**src/rtl/morse_pkg.sv**
```systemverilog
// -----------------------------------------------------------------------------
// morse_pkg
// Shared definitions for the Morse receiver: decoder state encoding, the 3-bit
// letter codes A..H, the dot/dash symbol encoding and symbol-register sizing.
// Imported by morse_decoder and morse_pattern_lookup.
// -----------------------------------------------------------------------------
package morse_pkg;

    typedef enum logic [1:0] {
        IDLE    = 2'd0,
        MARK    = 2'd1,
        SPACE   = 2'd2,
        RECOVER = 2'd3
    } state_t;

    typedef logic [2:0] letter_t;

    localparam letter_t LTR_A = 3'b000;
    localparam letter_t LTR_B = 3'b001;
    localparam letter_t LTR_C = 3'b010;
    localparam letter_t LTR_D = 3'b011;
    localparam letter_t LTR_E = 3'b100;
    localparam letter_t LTR_F = 3'b101;
    localparam letter_t LTR_G = 3'b110;
    localparam letter_t LTR_H = 3'b111;

    localparam logic SYM_DOT  = 1'b0;
    localparam logic SYM_DASH = 1'b1;

    localparam int MAX_SYMBOLS_DEF = 4;

    // Symbol register is left-aligned: first symbol in bit SYM_W-1.
    localparam int SYM_W = 4;
    localparam int CNT_W = 3;

endpackage

```
**src/rtl/morse_pattern_lookup.sv**
```systemverilog
// -----------------------------------------------------------------------------
// morse_pattern_lookup
// Purely combinational map from a received symbol sequence to a letter code.
// The same table backs the encoder, so both ends agree on the alphabet.
//
// Ports:
//   i_symcnt   in  CNT_W  number of symbols received (1..4)
//   i_symbols  in  SYM_W  symbols, first in MSB, unused low bits zero
//   o_code     out 3      letter code (LTR_A when no match)
//   o_match    out 1      1 when (i_symcnt, i_symbols) is a known letter
// -----------------------------------------------------------------------------
module morse_pattern_lookup
    import morse_pkg::*;
(
    input  logic [CNT_W-1:0] i_symcnt,
    input  logic [SYM_W-1:0] i_symbols,
    output letter_t          o_code,
    output logic             o_match
);

    always_comb begin
        o_code  = LTR_A;
        o_match = 1'b0;
        case ({i_symcnt, i_symbols})
            {3'd2, 4'b0100}: begin o_code = LTR_A; o_match = 1'b1; end
            {3'd4, 4'b1000}: begin o_code = LTR_B; o_match = 1'b1; end
            {3'd4, 4'b1010}: begin o_code = LTR_C; o_match = 1'b1; end
            {3'd3, 4'b1000}: begin o_code = LTR_D; o_match = 1'b1; end
            {3'd1, 4'b0000}: begin o_code = LTR_E; o_match = 1'b1; end
            {3'd4, 4'b0010}: begin o_code = LTR_F; o_match = 1'b1; end
            {3'd3, 4'b1100}: begin o_code = LTR_G; o_match = 1'b1; end
            {3'd4, 4'b0000}: begin o_code = LTR_H; o_match = 1'b1; end
            default: ;
        endcase
    end

endmodule

```
**src/rtl/morse_decoder.sv**
```systemverilog
// -----------------------------------------------------------------------------
// morse_decoder
// Morse link receiver. Samples DotDashIn on each BitTick, measures mark and
// space run lengths, rebuilds the dot/dash sequence and maps it to a letter
// code A..H. Pulses LetterValid on a decoded letter, Error on a malformed or
// unknown code.
//
// Build option: define MORSE_DEC_TOLERANT_EN to accept marks of 2..4 units as
// a dash (Error only above 4). Default build: 1 = dot, 3 = dash, else Error.
//
// Ports:
//   ClockIn      in  1  system clock
//   Reset        in  1  synchronous, active-high reset
//   BitTick      in  1  one-cycle sample enable, one per Morse unit
//   DotDashIn    in  1  serial line, 1 = tone unit
//   Letter       out 3  last decoded letter code, held until next valid
//   LetterValid  out 1  one-cycle pulse, Letter just updated
//   Error        out 1  one-cycle pulse, malformed or unknown code
//   Busy         out 1  high while a letter (or error recovery) is in progress
//
// State table:
//   IDLE    | line silent, waiting for the first mark of a letter
//   MARK    | counting tone units of the current symbol
//   SPACE   | counting silent units after a symbol; LETTER_GAP ends the letter
//   RECOVER | after an error, waiting for LETTER_GAP consecutive zeros
// -----------------------------------------------------------------------------
module morse_decoder
    import morse_pkg::*;
#(
    parameter int LETTER_GAP  = 3,
    parameter int MAX_SYMBOLS = MAX_SYMBOLS_DEF,
    parameter int RUN_W       = 3
) (
    input  logic       ClockIn,
    input  logic       Reset,
    input  logic       BitTick,
    input  logic       DotDashIn,
    output logic [2:0] Letter,
    output logic       LetterValid,
    output logic       Error,
    output logic       Busy
);

    localparam logic [RUN_W-1:0] RUN_ONE  = RUN_W'(1);
    localparam logic [RUN_W-1:0] RUN_SAT  = '1;
    localparam logic [RUN_W-1:0] GAP_C    = RUN_W'(LETTER_GAP);
    localparam logic [CNT_W-1:0] SYMS_MAX = CNT_W'(MAX_SYMBOLS);
    localparam logic [CNT_W-1:0] CNT_ONE  = CNT_W'(1);
    localparam logic [CNT_W-1:0] CNT_SAT  = '1;
`ifdef MORSE_DEC_TOLERANT_EN
    localparam logic [RUN_W-1:0] MARK_MAX = RUN_W'(4);
`else
    localparam logic [RUN_W-1:0] MARK_MAX = RUN_W'(3);
`endif

    state_t           r_state;
    logic [RUN_W-1:0] r_markcnt;
    logic [RUN_W-1:0] r_spacecnt;
    logic [CNT_W-1:0] r_symcnt;
    logic [SYM_W-1:0] r_symbols;
    letter_t          r_letter;
    logic             r_valid;
    logic             r_error;

    state_t           w_state_nx;
    logic [RUN_W-1:0] w_markcnt_nx;
    logic [RUN_W-1:0] w_spacecnt_nx;
    logic [CNT_W-1:0] w_symcnt_nx;
    logic [SYM_W-1:0] w_symbols_nx;
    letter_t          w_letter_nx;
    logic             w_valid_nx;
    logic             w_error_nx;

    logic [RUN_W-1:0] w_mark_inc;
    logic [RUN_W-1:0] w_space_inc;
    logic [CNT_W-1:0] w_sym_inc;
    logic             w_sym_ok;
    logic             w_sym;
    logic [SYM_W-1:0] w_sym_bit;
    letter_t          w_code;
    logic             w_match;

    morse_pattern_lookup u_lookup (
        .i_symcnt  (r_symcnt),
        .i_symbols (r_symbols),
        .o_code    (w_code),
        .o_match   (w_match)
    );

    assign w_mark_inc  = (r_markcnt  == RUN_SAT) ? r_markcnt  : r_markcnt  + RUN_ONE;
    assign w_space_inc = (r_spacecnt == RUN_SAT) ? r_spacecnt : r_spacecnt + RUN_ONE;
    assign w_sym_inc   = (r_symcnt   == CNT_SAT) ? r_symcnt   : r_symcnt   + CNT_ONE;

    // New symbol lands at the next free slot below the MSB.
    assign w_sym_bit = SYM_W'(w_sym) << (SYM_W - 1 - int'(r_symcnt));

    // Classify the mark that just ended.
    always_comb begin
        w_sym_ok = 1'b0;
        w_sym    = SYM_DOT;
        if (r_markcnt == RUN_ONE) begin
            w_sym_ok = 1'b1;
            w_sym    = SYM_DOT;
`ifdef MORSE_DEC_TOLERANT_EN
        end else if (r_markcnt >= RUN_W'(2) && r_markcnt <= RUN_W'(4)) begin
`else
        end else if (r_markcnt == RUN_W'(3)) begin
`endif
            w_sym_ok = 1'b1;
            w_sym    = SYM_DASH;
        end
    end

    always_comb begin
        w_state_nx    = r_state;
        w_markcnt_nx  = r_markcnt;
        w_spacecnt_nx = r_spacecnt;
        w_symcnt_nx   = r_symcnt;
        w_symbols_nx  = r_symbols;
        w_letter_nx   = r_letter;
        w_valid_nx    = 1'b0;
        w_error_nx    = 1'b0;

        if (BitTick) begin
            case (r_state)
                IDLE: begin
                    if (DotDashIn) begin
                        w_state_nx   = MARK;
                        w_markcnt_nx = RUN_ONE;
                    end
                end

                MARK: begin
                    if (DotDashIn) begin
                        if (w_mark_inc > MARK_MAX) begin
                            w_error_nx    = 1'b1;
                            w_state_nx    = RECOVER;
                            w_spacecnt_nx = '0;
                            w_markcnt_nx  = '0;
                            w_symcnt_nx   = '0;
                            w_symbols_nx  = '0;
                        end else begin
                            w_markcnt_nx = w_mark_inc;
                        end
                    end else if (w_sym_ok) begin
                        w_symbols_nx  = r_symbols | w_sym_bit;
                        w_symcnt_nx   = w_sym_inc;
                        w_markcnt_nx  = '0;
                        w_spacecnt_nx = RUN_ONE;
                        w_state_nx    = SPACE;
                    end else begin
                        // The zero that ended the bad mark counts toward recovery.
                        w_error_nx    = 1'b1;
                        w_state_nx    = RECOVER;
                        w_spacecnt_nx = RUN_ONE;
                        w_markcnt_nx  = '0;
                        w_symcnt_nx   = '0;
                        w_symbols_nx  = '0;
                    end
                end

                SPACE: begin
                    if (DotDashIn) begin
                        if (r_symcnt == SYMS_MAX) begin
                            w_error_nx    = 1'b1;
                            w_state_nx    = RECOVER;
                            w_spacecnt_nx = '0;
                            w_symcnt_nx   = '0;
                            w_symbols_nx  = '0;
                        end else begin
                            w_state_nx   = MARK;
                            w_markcnt_nx = RUN_ONE;
                        end
                    end else if (w_space_inc >= GAP_C) begin
                        if (w_match) begin
                            w_letter_nx = w_code;
                            w_valid_nx  = 1'b1;
                        end else begin
                            w_error_nx = 1'b1;
                        end
                        w_state_nx    = IDLE;
                        w_spacecnt_nx = '0;
                        w_symcnt_nx   = '0;
                        w_symbols_nx  = '0;
                    end else begin
                        w_spacecnt_nx = w_space_inc;
                    end
                end

                RECOVER: begin
                    if (DotDashIn) begin
                        w_spacecnt_nx = '0;
                    end else if (w_space_inc >= GAP_C) begin
                        w_state_nx    = IDLE;
                        w_spacecnt_nx = '0;
                    end else begin
                        w_spacecnt_nx = w_space_inc;
                    end
                end

                default: begin
                    w_state_nx    = IDLE;
                    w_markcnt_nx  = '0;
                    w_spacecnt_nx = '0;
                    w_symcnt_nx   = '0;
                    w_symbols_nx  = '0;
                end
            endcase
        end
    end

    always_ff @(posedge ClockIn) begin
        if (Reset) begin
            r_state    <= IDLE;
            r_markcnt  <= '0;
            r_spacecnt <= '0;
            r_symcnt   <= '0;
            r_symbols  <= '0;
            r_letter   <= LTR_A;
            r_valid    <= 1'b0;
            r_error    <= 1'b0;
        end else begin
            r_state    <= w_state_nx;
            r_markcnt  <= w_markcnt_nx;
            r_spacecnt <= w_spacecnt_nx;
            r_symcnt   <= w_symcnt_nx;
            r_symbols  <= w_symbols_nx;
            r_letter   <= w_letter_nx;
            r_valid    <= w_valid_nx;
            r_error    <= w_error_nx;
        end
    end

    assign Letter      = r_letter;
    assign LetterValid = r_valid;
    assign Error       = r_error;
    assign Busy        = (r_state != IDLE);

endmodule
```
**config.mk**
```make
export PLATFORM = sky130hd
export DESIGN_NAME = morse_decoder
export DESIGN_NICKNAME = d
export VERILOG_FILES = /design/src/rtl/morse_pkg.sv /design/src/rtl/morse_pattern_lookup.sv /design/src/rtl/morse_decoder.sv
export SDC_FILE = /design/constraint.sdc
export NUM_CORES = 1
export LEC_CHECK = 0
export ABC_AREA = 1
export CAP_MARGIN = 0
export CORE_ASPECT_RATIO = 1.75
export CORE_MARGIN = 2
export CORE_UTILIZATION = 53
export CTS_CLUSTER_SIZE = 8
export DETAILED_ROUTE_END_ITERATION = 12
export PLACE_DENSITY_LB_ADDON = 0.15
export SLEW_MARGIN = 5
export SYNTH_ARGS = -nofsm -noshare
export SYNTH_HDL_FRONTEND = slang
export SYNTH_SLANG_ARGS = --single-unit
```
**constraint.sdc**
```tcl
create_clock -name ClockIn -period 1.55 [get_ports ClockIn]
set_input_delay 0.155 -clock ClockIn [delete_from_list [all_inputs] [get_ports ClockIn]]
set_output_delay 0.155 -clock ClockIn [all_outputs]
set_load 0.005 [all_outputs]
```
-- Word level (Yosys, flattened, before mapping)
Index checks and enable logic that the tools add are counted.
- flip-flop bits (word level): 20
- latch bits: 0
- RAM bits: 0
- bits in read-only memories: 0
- input port bits: 4
- output and inout port bits: 6
- word-level logic and storage cells: 110
- memories: 0
- add/subtract/negate cells: 4
- $mul: 0
- divide/modulo/power cells: 0
- order comparisons: 2
- eq/ne operators: 25
- shifts and indexed selects: 1
- multiplexer cells: 51
- bitwise logic cells: 5
- reductions and logical operators: 14
- operators with widths (kind ; number):
    $mux 3 ; 18
    $shl 1x32->4 ; 1
    $eq 7x7->1 const B ; 4
    $mux 4 ; 6
    $eq 7x6->1 const B ; 3
    $pmux 3 s7 ; 1
    $pmux 3 s3 ; 2
    $reduce_and 5->1 ; 3
    $mux 2 ; 7
    $mux 1 ; 13
    $eq 3x3->1 const B ; 4
    $add 3x1->3 const B ; 3
    $ne 3x3->1 const B ; 3
    $ne 2x2->1 const B ; 4
    $pmux 2 s4 ; 1
    $pmux 4 s2 ; 1
    $reduce_and 4->1 ; 2
    $reduce_or 8->1 ; 1
    $eq 7x5->1 const B ; 1
    $pmux 3 s2 ; 1
    $reduce_and 6->1 ; 1
    $reduce_bool 3->1 ; 2
    $reduce_or 5->1 ; 1
    $eq 2x2->1 const B ; 2
    13 further kinds ; 17

-- Depth between registers and ports, before layout
Gate-level depths: netlist of the first run.
- word-level depth: 8
- depth in mapped cells: 12
- gate-level depth less buffers: 12

-- Modules after synthesis
Synthesis of the first run repeated with hierarchy kept, for this count alone.
- cells, all modules: 237
- area total of the unflattened synthesis: 1485.2 um^2
- by module, submodules not included (module ; instances ; cells an instance ; area each (um^2) ; seq. area each (um^2)):
    morse_decoder ; 1 ; 188 ; 1282.5 ; 400.4
    morse_pattern_lookup ; 1 ; 49 ; 202.7 ; 0.0

-- Worst setup path after synthesis of the first run
Ideal clock, no wire load.
- path type: register to register
- start: reg r_symcnt[0]
- end: reg r_letter[2] (netlist: Letter[2])
- library setup time: 0.114 ns
- data arrival time: 1.394 ns
- required time: 1.436 ns
- path slack: 0.042 ns
- cell stages (with the launch flop): 13
- buffers on the path: 0
- clock period less this slack: 1.508 ns
- cells stage by stage: dfxtp_1 inv_1 ha_1 nand2_2 inv_4 nand3_1 nand2_1 nor2_2 nand2_4 nand2_4 nand2_1 nand2_1 nor2_2
- word-level cells in the longest chain between the ends: 4
- elaborated cells between the ends (all ways): 12
- classes of those cells: eq/ne (8); mux (2); reduce/logical (2)
- ends and longest elaborated chain (item ; line ; RTL):
    start: declaration ; morse_decoder.sv:59 ; logic [CNT_W-1:0] r_symcnt;
    start signal: assignment ; morse_decoder.sv:226 ; r_symcnt <= w_symcnt_nx;
    $eq 7x6->1 (tied with other cells) ; morse_pattern_lookup.sv:24 ; case ({i_symcnt, i_symbols})
    $reduce_or 8->1 (no source line) ; n/a ;
    $mux 1 ; morse_pattern_lookup.sv:24 ;
    $reduce_and 5->1 (no source line) ; n/a ;
    end signal: assignment ; morse_decoder.sv:228 ; r_letter <= w_letter_nx;
    end: declaration ; morse_decoder.sv:61 ; letter_t r_letter;
Several ways; a longest one is shown, not always the timed one.
A chain may end at the register's enable or synchronous reset.

-- Final worst setup path of the first run
- start: reg r_spacecnt[1]
- end: reg r_spacecnt[0]
- word-level cells in the longest chain between the ends: 6
- elaborated cells between the ends (all ways): 8
- classes of those cells: add/sub (1); order compare (1); eq/ne (1); mux (5)
- ends and longest elaborated chain (item ; line ; RTL):
    start: declaration ; morse_decoder.sv:58 ; logic [RUN_W-1:0] r_spacecnt;
    start signal: assignment ; morse_decoder.sv:225 ; r_spacecnt <= w_spacecnt_nx;
    $add 3x1->3 / $eq 3x3->1 (equally long branches) ; morse_decoder.sv:91 ; assign w_space_inc = (r_spacecnt == RUN_SAT) ? r_spacecnt : r_spacecnt + RUN_ONE;
    $mux 3 * ; morse_decoder.sv:91 ;
    $ge 3x2->1 ; morse_decoder.sv:174, morse_decoder.sv:193 ;
    $mux 3 * ; morse_decoder.sv:174, morse_decoder.sv:193 ;
    $mux 3 (on tied branches) ; morse_decoder.sv:191, morse_decoder.sv:163 ;
    $pmux 3 s3 * ; morse_decoder.sv:125 ; case (r_state)
Every way passes the cells marked *; elsewhere a longest branch is shown, timed or not.

==> summary by stage, run 1 <==
Status
The flow ran to the end, but the final reports show violations. The final reports fail on setup timing.

Worst setup path
Traced cell by cell, the critical path runs through ha_2 -> inv_1 -> nand2_2 -> nand3_4 -> nand2_4 -> buf_4 -> o21ai_0 -> nand3_1 -> a21oi_1. The beginning of the critical path is r_spacecnt[1]$_SDFFE_PP0P_. The critical path in this run is classified as reg2reg. Across all register-to-register paths, the minimum setup slack is -0.01 ns. The critical-path cell with the highest stage delay is sky130_fd_sc_hd__dfxtp_2. The critical-path maximum fanout is 3. At the worst endpoint, the arrival time is between 1.5 and 2 ns. Data on the critical path is required at its endpoint by 1.74 ns. The worst register-to-register path begins at r_spacecnt[1]$_SDFFE_PP0P_. The worst setup path is captured at a flip-flop. The category of the worst setup path launch point is a flip-flop. On the worst path, the slowest cell contributes a delay of approximately 0.35 ns.

Timing
The transition at the pin with the smallest max-transition slack is approximately 0.42 ns. The worst-case clock skew is ~0.0043 ns. The maximum operating frequency is between 0.6 and 0.7 GHz. The relative max-transition margin is a little under three quarters. The hold slack is 0.493 ns. The hold violation total from the final report is 0. The final critical-path required period is ~1.6 ns. The fraction of the cycle the final worst path needs is 101%. Setup repair after global routing could not meet its margin everywhere. The number of setup violations in the final report is 1.

The final worst slack is -0.0110 ns. The max-slew violation count is 0.

Finish
The area growth from synthesis to layout is 38.1%. The library cell used most frequently in the layout, excluding fill and tap cells, is sky130_fd_sc_hd__buf_4. The number of antenna diodes is 0. The post-route netlist has 41.9% of its cells at a drive strength greater than 1. The non-filler instance count after layout is 292. The number of inserted filler cells in the final layout is 207. The net count of the finished layout is between 200 and 300. The library cells used most frequently in the layout, excluding fill and tap cells, are 32 x sky130_fd_sc_hd__buf_4, 30 x sky130_fd_sc_hd__nor2_1, 29 x sky130_fd_sc_hd__nand2_1.

Floorplanning
The die extent in y is 74.4 µm. The die covers about 3300 µm². The effective utilization at floorplan is about 56%. 10 I/O pins were placed. The floorplan has 25 rows. The die is 44.2 µm wide.

The core region is between 2000 and 3000 µm².

Placement
The total placed cells including tap cells is 281. The placer's final routability congestion estimate is 0.982. After legalization and detailed placement, the total HPWL measured ~2800 µm.

The number of I/O port buffers is 9.

Clock network
After clock tree synthesis, the clock-pin slew on the worst setup and hold paths is around 0.080 ns. The hold-fix buffer count after cts is 0. In this run the clock root is driven by a sky130_fd_sc_hd__clkbuf_8.

TritonCTS built the clock tree. The clock buffer count from CTS is 3. The clock passes through at most 2 buffers. The TritonCTS sink count is 20. The H-tree depth is 1. The clock latency reported for the late side of the worst-skew pair is between 0.2 and 0.3 ns.

Power and ir drop
The leakage power is a little over 0.9 nW. The maximum resistive drop on vdd is between 0.5 and 0.6 mV. The cell area power density is approximately 700 nW/µm².

Logic synthesis
The area fraction in and, or, nand and nor cells after synthesis is 39.9%. The largest total area in the synthesized netlist belongs to sky130_fd_sc_hd__dfxtp_1. The multiplexer share of the synthesized area is 0%.

Ranked by total cell area, the synthesized netlist is headed by sky130_fd_sc_hd__dfxtp_1 27%, sky130_fd_sc_hd__ha_1 12%, sky130_fd_sc_hd__nor2_1 9.5%. The sequential cell area fraction in the yosys report is 26.7%. The synthesized netlist contains 25 unique library cells. After Yosys synthesis, full adders, half adders and majority gates account for a little under an eighth of the synthesized area.

After synthesis, the largest family of logic cells by area is simple AND/OR/NAND/NOR gates. After Yosys synthesis, XOR and XNOR cells account for 0% of the synthesized area. The number of warnings issued by yosys is 0.

The number of register bits inferred by synthesis is 20. The post-synthesis instance area is around 1500 µm². Counting every net in the synthesized netlist gives roughly 240. The mean instance size in the synthesized netlist is roughly 6.7 µm². The post-synthesis compound-gate area fraction is between 10% and 20%. Synthesis handed over a netlist of approximately 220 instances. In this run the biggest area consumer among cell types represents around a quarter of the synthesized area.

Drt
The post-detailed-route via-to-cell ratio is around 5.3. For this block, the via count after detailed routing is between 1500 and 2000. Once detail routing completed, the nets flagged for antenna violations numbered 0. The total DRC errors in the routed layout is 0. For this run, the detailed router's first-pass iteration total came to 4. The average wire per standard cell is around 14 µm. The count of routing violations after the opening detailed-route iteration is 61. For this block, the routed nets add up to about 4000 µm of wire.

Worst hold path
The tightest min-delay check is of the reg2reg type. The startpoint identified for the worst hold timing path is r_markcnt[1]$_SDFFE_PP0P_.

Global route
The number of antenna violations at the first check in global routing is 0. The total global routing track utilization is around a quarter. Entering global routing, the biggest net connects 13 pins. The first global-routing pass estimated around 6000 µm of wire. The via count of the first global-routing pass is 1479. After global routing the overflow that remains totals 0.

Job
The max-capacitance violation count is 0.
==> worst max-delay path: cells and delay by family (launching register included) <==
kind,cells,cell delay (ns)
AO/OA/AOI/OAI,2,0.33
adder cells (fa/ha/maj),1,0.26
buffers and inverters,2,0.20
flip-flops,1,0.35
AND/OR/NAND/NOR,4,0.34
==> per-stage QoR <==
step | power, mW | setup slack [ns] | instance area [µm²] | setup TNS, ns | utilization (%)
after floorplan | 0.757 | 0.0421 | 1500 | 0 | -
after global placement | 0.878 | -0.0370 | 1790 | -0.0651 | 66.7
after detailed placement | 0.882 | -0.0572 | 1790 | -0.172 | 66.7
after CTS | 1.42 | 0.00355 | 1900 | 0 | 70.8
after global routing | 1.53 | -0.0819 | 2070 | -0.549 | 77.1
final | 1.48 | -0.0110 | 2070 | -0.0110 | 77.1
==> metal layers <==
metal | up-vias | global-route usage (%) | wire length, µm
met1 | 713 | 26.3 | 1440
met4 | 0 | 13.8 | 238
met3 | 20 | 2.18 | 109
met5 | - | 0 | 0
met2 | 31 | 45.4 | 2210
li1 | 789 | - | -
==> worst paths after layout <==
| path | endpoint | depth (start not counted) |
|---|---|---|
| hold reg to reg | r_markcnt[1]$_SDFFE_PP0P_ | 2 |
| hold / removal | r_markcnt[1]$_SDFFE_PP0P_ | 2 |
| setup reg to reg | r_spacecnt[0]$_SDFFE_PP0P_ | 9 |
| setup / recovery | r_spacecnt[0]$_SDFFE_PP0P_ | 9 |
==> Yosys cell counts <==
| library cell | instances |
|---|---|
| sky130_fd_sc_hd__inv_1 | 33 |
| sky130_fd_sc_hd__buf_4 | 2 |
| sky130_fd_sc_hd__clkbuf_1 | 1 |
| sky130_fd_sc_hd__o21ai_0 | 7 |
| sky130_fd_sc_hd__inv_4 | 1 |
| sky130_fd_sc_hd__nand2_4 | 2 |
| sky130_fd_sc_hd__a21oi_1 | 14 |
| sky130_fd_sc_hd__nand2_1 | 35 |
| sky130_fd_sc_hd__nor2_1 | 38 |
| sky130_fd_sc_hd__ha_1 | 14 |
| sky130_fd_sc_hd__nor2_4 | 3 |
| sky130_fd_sc_hd__nand3_1 | 12 |
| sky130_fd_sc_hd__nor2_2 | 5 |
| sky130_fd_sc_hd__clkinv_1 | 1 |
| sky130_fd_sc_hd__and2_1 | 1 |
| sky130_fd_sc_hd__nor3_1 | 1 |
| sky130_fd_sc_hd__dfxtp_1 | 20 |
| sky130_fd_sc_hd__nand3b_1 | 1 |
| sky130_fd_sc_hd__nand2_2 | 5 |
| sky130_fd_sc_hd__nand3_2 | 9 |
| sky130_fd_sc_hd__o21ai_1 | 3 |
| sky130_fd_sc_hd__a31oi_1 | 2 |
| sky130_fd_sc_hd__nand4_1 | 6 |
| sky130_fd_sc_hd__inv_2 | 4 |
| sky130_fd_sc_hd__a21oi_2 | 3 |
==> state kept, by name, indices dropped and copies added, names as in the netlist <==
| name | count |
|---|---|
| r_symcnt | 3 |
| r_symbols | 4 |
| LetterValid | 1 |
| r_spacecnt | 3 |
| Letter | 3 |
| Error | 1 |
| r_markcnt | 3 |
| r_state | 2 |
==> power breakdown <==
group	internal [mW]	leakage, nW	switching (mW)	total (mW)
Sequential	0.533	0.165	0.0199	0.553
Combinational	0.165	0.710	0.217	0.383
Clock	0.345	0.0357	0.195	0.540
==> cells by family (layout without fill, tap and decap cells) <==
group	Yosys count	after routing
fa+ha+maj	14	14
compound gates	29	29
buf+inv	42	84
simple gates	118	118
flops	20	20
==> timing repair <==
| item | CTS | global route |
|---|---|---|
| hold endpoints to repair | 0 | 0 |
| setup buffers | 3 | 4 |
| resized for setup | 12 | 45 |
| setup endpoints to repair | 8 | 18 |
| pin swaps | 6 | 19 |
==> layout make-up <==
class	instances	area (µm²)	area share, %
clock buffers	3	41.3	1.99
multi-input cells	161	1070	51.8
inverters	39	151	7.30
well taps	27	33.8	1.63
flip-flops and latches	20	413	19.9
repair buffers	41	329	15.9
clock inverters	1	30.0	1.45
Power figures use the tool's default switching activity.
==> run 2, diff against run 1 <==
PLACE_DENSITY = 0.75   (was not set)
PLACE_DENSITY_LB_ADDON = not set   (was 0.15)
SLEW_MARGIN = not set   (was 5)
SYNTH_HIERARCHICAL = 1   (was not set)
==> run 2 against run 1 <==
Cell area increased by 5.7%. Non-clock buffer count decreased by 4. The flow still finishes with violations (setup timing). Fmax decreased by 5.7%. Sequential share of layout area decreased by 0.28 points. Clock skew decreased by 0.0014 ns. Final cell count increased by 3.4%. Worst setup slack got worse by 0.095 ns.
==> summary by stage, run 2 <==
Drt
The total DRC errors in the routed layout is 0. Detailed routing inserted a total of 1708 vias. The first-pass detailed-route iteration total is 4. After the first detailed-routing iteration, the DRC count stood at between 60 and 70.

The average wire per standard cell is roughly 16 µm. The antenna violation net count after detailed routing is 0. For this block, the routed nets add up to around 4900 µm of wire. The post-detailed-route via-to-cell ratio is 5.66.

Logic synthesis
Averaged over all synthesized cells, the footprint is 6.27 µm². The cell area that synthesis handed to floorplanning was about 1500 µm². The most common cell in the synthesized netlist is sky130_fd_sc_hd__nand2_1. Counting flops with an async set or reset pin after synthesis yields a share of 0%. In the post-synthesis netlist, the biggest area contributors are sky130_fd_sc_hd__dfxtp_1 27%, sky130_fd_sc_hd__nand2_1 16%, sky130_fd_sc_hd__nor2_1 11%. The share of the Yosys chip area taken by registers is 27.0%. The fraction of post-synthesis cell area in the top cell type by area is ~27%. The count of unique library cells instantiated by Yosys is 28. In the synthesized netlist, the number of instances is roughly 240. During synthesis, Yosys emitted a total of 6 warnings.

Counting flops and latches in the post-synthesis netlist gives 20. Synthesis produced a netlist with a net count of around 250. The library cell with the largest summed area after synthesis is sky130_fd_sc_hd__dfxtp_1.

In the synthesized netlist the dominant register cell turns out to be sky130_fd_sc_hd__dfxtp_1. Counting flops with a built-in enable in the synthesized netlist gives 0. The commonest cells after synthesis are 63 x sky130_fd_sc_hd__nand2_1, 44 x sky130_fd_sc_hd__nor2_1, 32 x sky130_fd_sc_hd__inv_1, 20 x sky130_fd_sc_hd__dfxtp_1, 14 x sky130_fd_sc_hd__nand3_1.

Timing
The hold violation total from the final report is 0. Setup repair after global routing could not meet its margin everywhere. The transition at the pin with the smallest max-transition slack is between 0.2 and 0.3 ns. The worst-case clock skew is 0.00295 ns. The maximum operating frequency is 0.604 GHz. The final worst slack is -0.106 ns. The number of setup violations in the final report is 3. Subtracting the final worst setup slack from the clock period gives around 1.7 ns.

The worst path uses 107% of the clock period. The max-slew violation count is 0. The relative max-transition margin is 80.9%. The hold slack is between 0.4 and 0.5 ns.

Finish
The register with the most flip-flops in the layout has 4 of them. The library cells used most frequently in the layout, excluding fill and tap cells, are 46 x sky130_fd_sc_hd__nand2_1, 27 x sky130_fd_sc_hd__inv_1, 27 x sky130_fd_sc_hd__nor2_1. Relative to the synthesized area, the layout overhead comes to 47.6%. The final layout net count is approximately 290.

The largest register by flop count is r_symbols. The layout has 181 filler cells. The commonest non-fill, non-tap cell in the layout is sky130_fd_sc_hd__nand2_1. The fraction of layout instances using a drive strength above 1 is between 40% and 50%. 0 antenna diodes ended up in the layout.

Clock network
CTS built an H-tree with a depth of 1. The library cell used as clock root buffer is sky130_fd_sc_hd__clkbuf_8. Buffers inserted during clock tree synthesis total 3. After clock tree synthesis, the flow added hold-fix buffers numbering 0.

Counting along the longest clock path gives a buffer depth of 2. TritonCTS built the clock tree. The clock net in this run drives a total of 20 sinks.

For the worst-skew pair, the clock arrives at the later sink with an insertion delay of about 0.27 ns. The clock slew seen by the registers of the worst setup and hold paths is 0.08 ns.

Power and ir drop
The maximum resistive drop on vdd is 0.677 mV. In this run the static leakage power is between 0.9 and 1 nW. The cell area power density is about 740 nW/µm².

Overall power consumption after layout is estimated at between 1.5 and 2 mW.

Worst setup path
The beginning of the critical path is r_symcnt[0]$_SDFFE_PP0P_. The category of cells accounting for the largest share of critical-path delay is simple AND/OR/NAND/NOR gates. At the worst endpoint, the arrival time is 1.85 ns. On the worst path, the slowest cell contributes a delay of ~0.39 ns. The launch instance of the worst register-to-register path is r_symcnt[0]$_SDFFE_PP0P_. Walking the worst path, the cells encountered are buf_6 -> ha_2 -> ha_4 -> nand2_1 -> nor2_2 -> nor2_4 -> nand3_4 -> nand2_2 -> inv_1 -> nor2_2. STA classifies the critical path startpoint as a flip-flop. The number of buffers and inverters on the critical path is 2. For this design, the slowest cell found on the critical path is sky130_fd_sc_hd__dfxtp_4. The nature of the critical path endpoint is a flip-flop. Of all nets on the critical path, the largest fanout is 6. The classification of the worst setup path is reg2reg. The required time at the endpoint of the critical path is 1.75 ns. Among the stages of the critical path, the cell type that occurs most often is sky130_fd_sc_hd__nor2_2.

Status
The flow ran to the end, but the final reports show violations. The final reports fail on setup timing.

Floorplanning
The die extent in y is between 70 and 80 µm. The boundary pin count is 10. The floorplan has 25 rows. The floorplan die area is ~3300 µm².

The horizontal die dimension is 44.0 µm. The core area is 2690 µm². The effective utilization at floorplan is between 50% and 60%.

Global route
The total overflow left after global routing is 0. In the global route stage, overall resource usage came out at 24.0%. Entering global routing, the biggest net connects 12 pins. The first global-routing pass estimated 5900 µm of wire. The via count of the first global-routing pass is roughly 1400.

The number of antenna violations at the first check in global routing is 0.

Placement
Detailed placement ended at an HPWL of around 2800 µm. Before CTS, the worst setup slack after placement is -0.0483 ns. The congestion estimate from routability-driven global placement came to 0.851.

The number of I/O port buffers is 9.

Job
The tool flagged a number of max-cap violations equal to 0.

Worst hold path
The launch instance of the worst min-delay path is Letter[2]$_SDFFE_PP0P_. The path type of the worst min-delay path is reg2reg.
==> run 2: cell type report <==
| cell class | count | area, µm² | area share (%) |
|---|---|---|---|
| Inverter | 35 | 144 | 6.56 |
| Tap cell | 27 | 33.8 | 1.54 |
| Timing Repair Buffer | 37 | 318 | 14.5 |
| Multi-Input combinational cell | 179 | 1210 | 55.3 |
| Sequential cell | 20 | 430 | 19.6 |
| Clock buffer | 4 | 55.1 | 2.51 |
==> run 2: cell families (layout without fill, tap and decap cells) <==
logic type      after synthesis  in the layout  synth area share, %
compound gates               26             26                 9.86
fa+ha+maj                    11             11                 9.27
buf+inv                      38             76                 9.94
flops                        20             20                 27.0
simple gates                142            142                 44.0
==> run 2: final timing paths <==
path                                   end  depth (start not counted)  slack [ns]
hold reg to reg     Letter[2]$_SDFFE_PP0P_                          2        0.49
setup reg to reg  r_symcnt[0]$_SDFFE_PP0P_                         10       -0.11
hold / removal      Letter[2]$_SDFFE_PP0P_                          2        0.49
setup / recovery  r_symcnt[0]$_SDFFE_PP0P_                         10       -0.11
==> run 2: per-layer routing <==
metal | vias up | track usage [%] | part of all wire (%) | wire [µm]
met3 | 34 | 2.18 | 4.2 | 204
met5 | - | 0 | 0 | 0
met4 | 0 | 10.1 | 6.0 | 293
li1 | 820 | - | - | -
met1 | 801 | 23.3 | 34 | 1660
met2 | 53 | 48.7 | 56 | 2750
==> run 2: worst reg2reg max path, stage by stage, from the launching register on <==
cell and delay [ns]:
sky130_fd_sc_hd__dfxtp_4 0.39, sky130_fd_sc_hd__buf_6 0.13, sky130_fd_sc_hd__ha_2 0.19, sky130_fd_sc_hd__ha_4 0.16, sky130_fd_sc_hd__nand2_1 0.08, sky130_fd_sc_hd__nor2_2 0.06
sky130_fd_sc_hd__nor2_4 0.19, sky130_fd_sc_hd__nand3_4 0.13, sky130_fd_sc_hd__nand2_2 0.09, sky130_fd_sc_hd__inv_1 0.05, sky130_fd_sc_hd__nor2_2 0.12
==> run 2: stage by stage <==
stage          setup TNS, ns  instance area [µm²]  cells  util [%]
2_1_floorplan              0                 1490    237         -
3_3_place_gp         -0.0388                 1740    290      64.8
3_5_place_dp         -0.0760                 1740    290      64.8
4_1_cts                    0                 1820    295      67.7
5_1_grt               -0.649                 2190    302      81.5
6_report              -0.191                 2190    302      81.5
==> run 2: power breakdown <==
part | switching (mW) | internal, mW | leakage [nW] | total [mW]
clock network | 0.203 | 0.228 | 0.0288 | 0.430
logic | 0.349 | 0.243 | 0.708 | 0.593
registers | 0.0512 | 0.548 | 0.170 | 0.599
==> run 2: repair_timing <==
item,4_1_cts,5_1_grt
gates resized for setup,9,98
setup endpoints to repair,14,18
buffers inserted,1,7
pin swaps,4,37
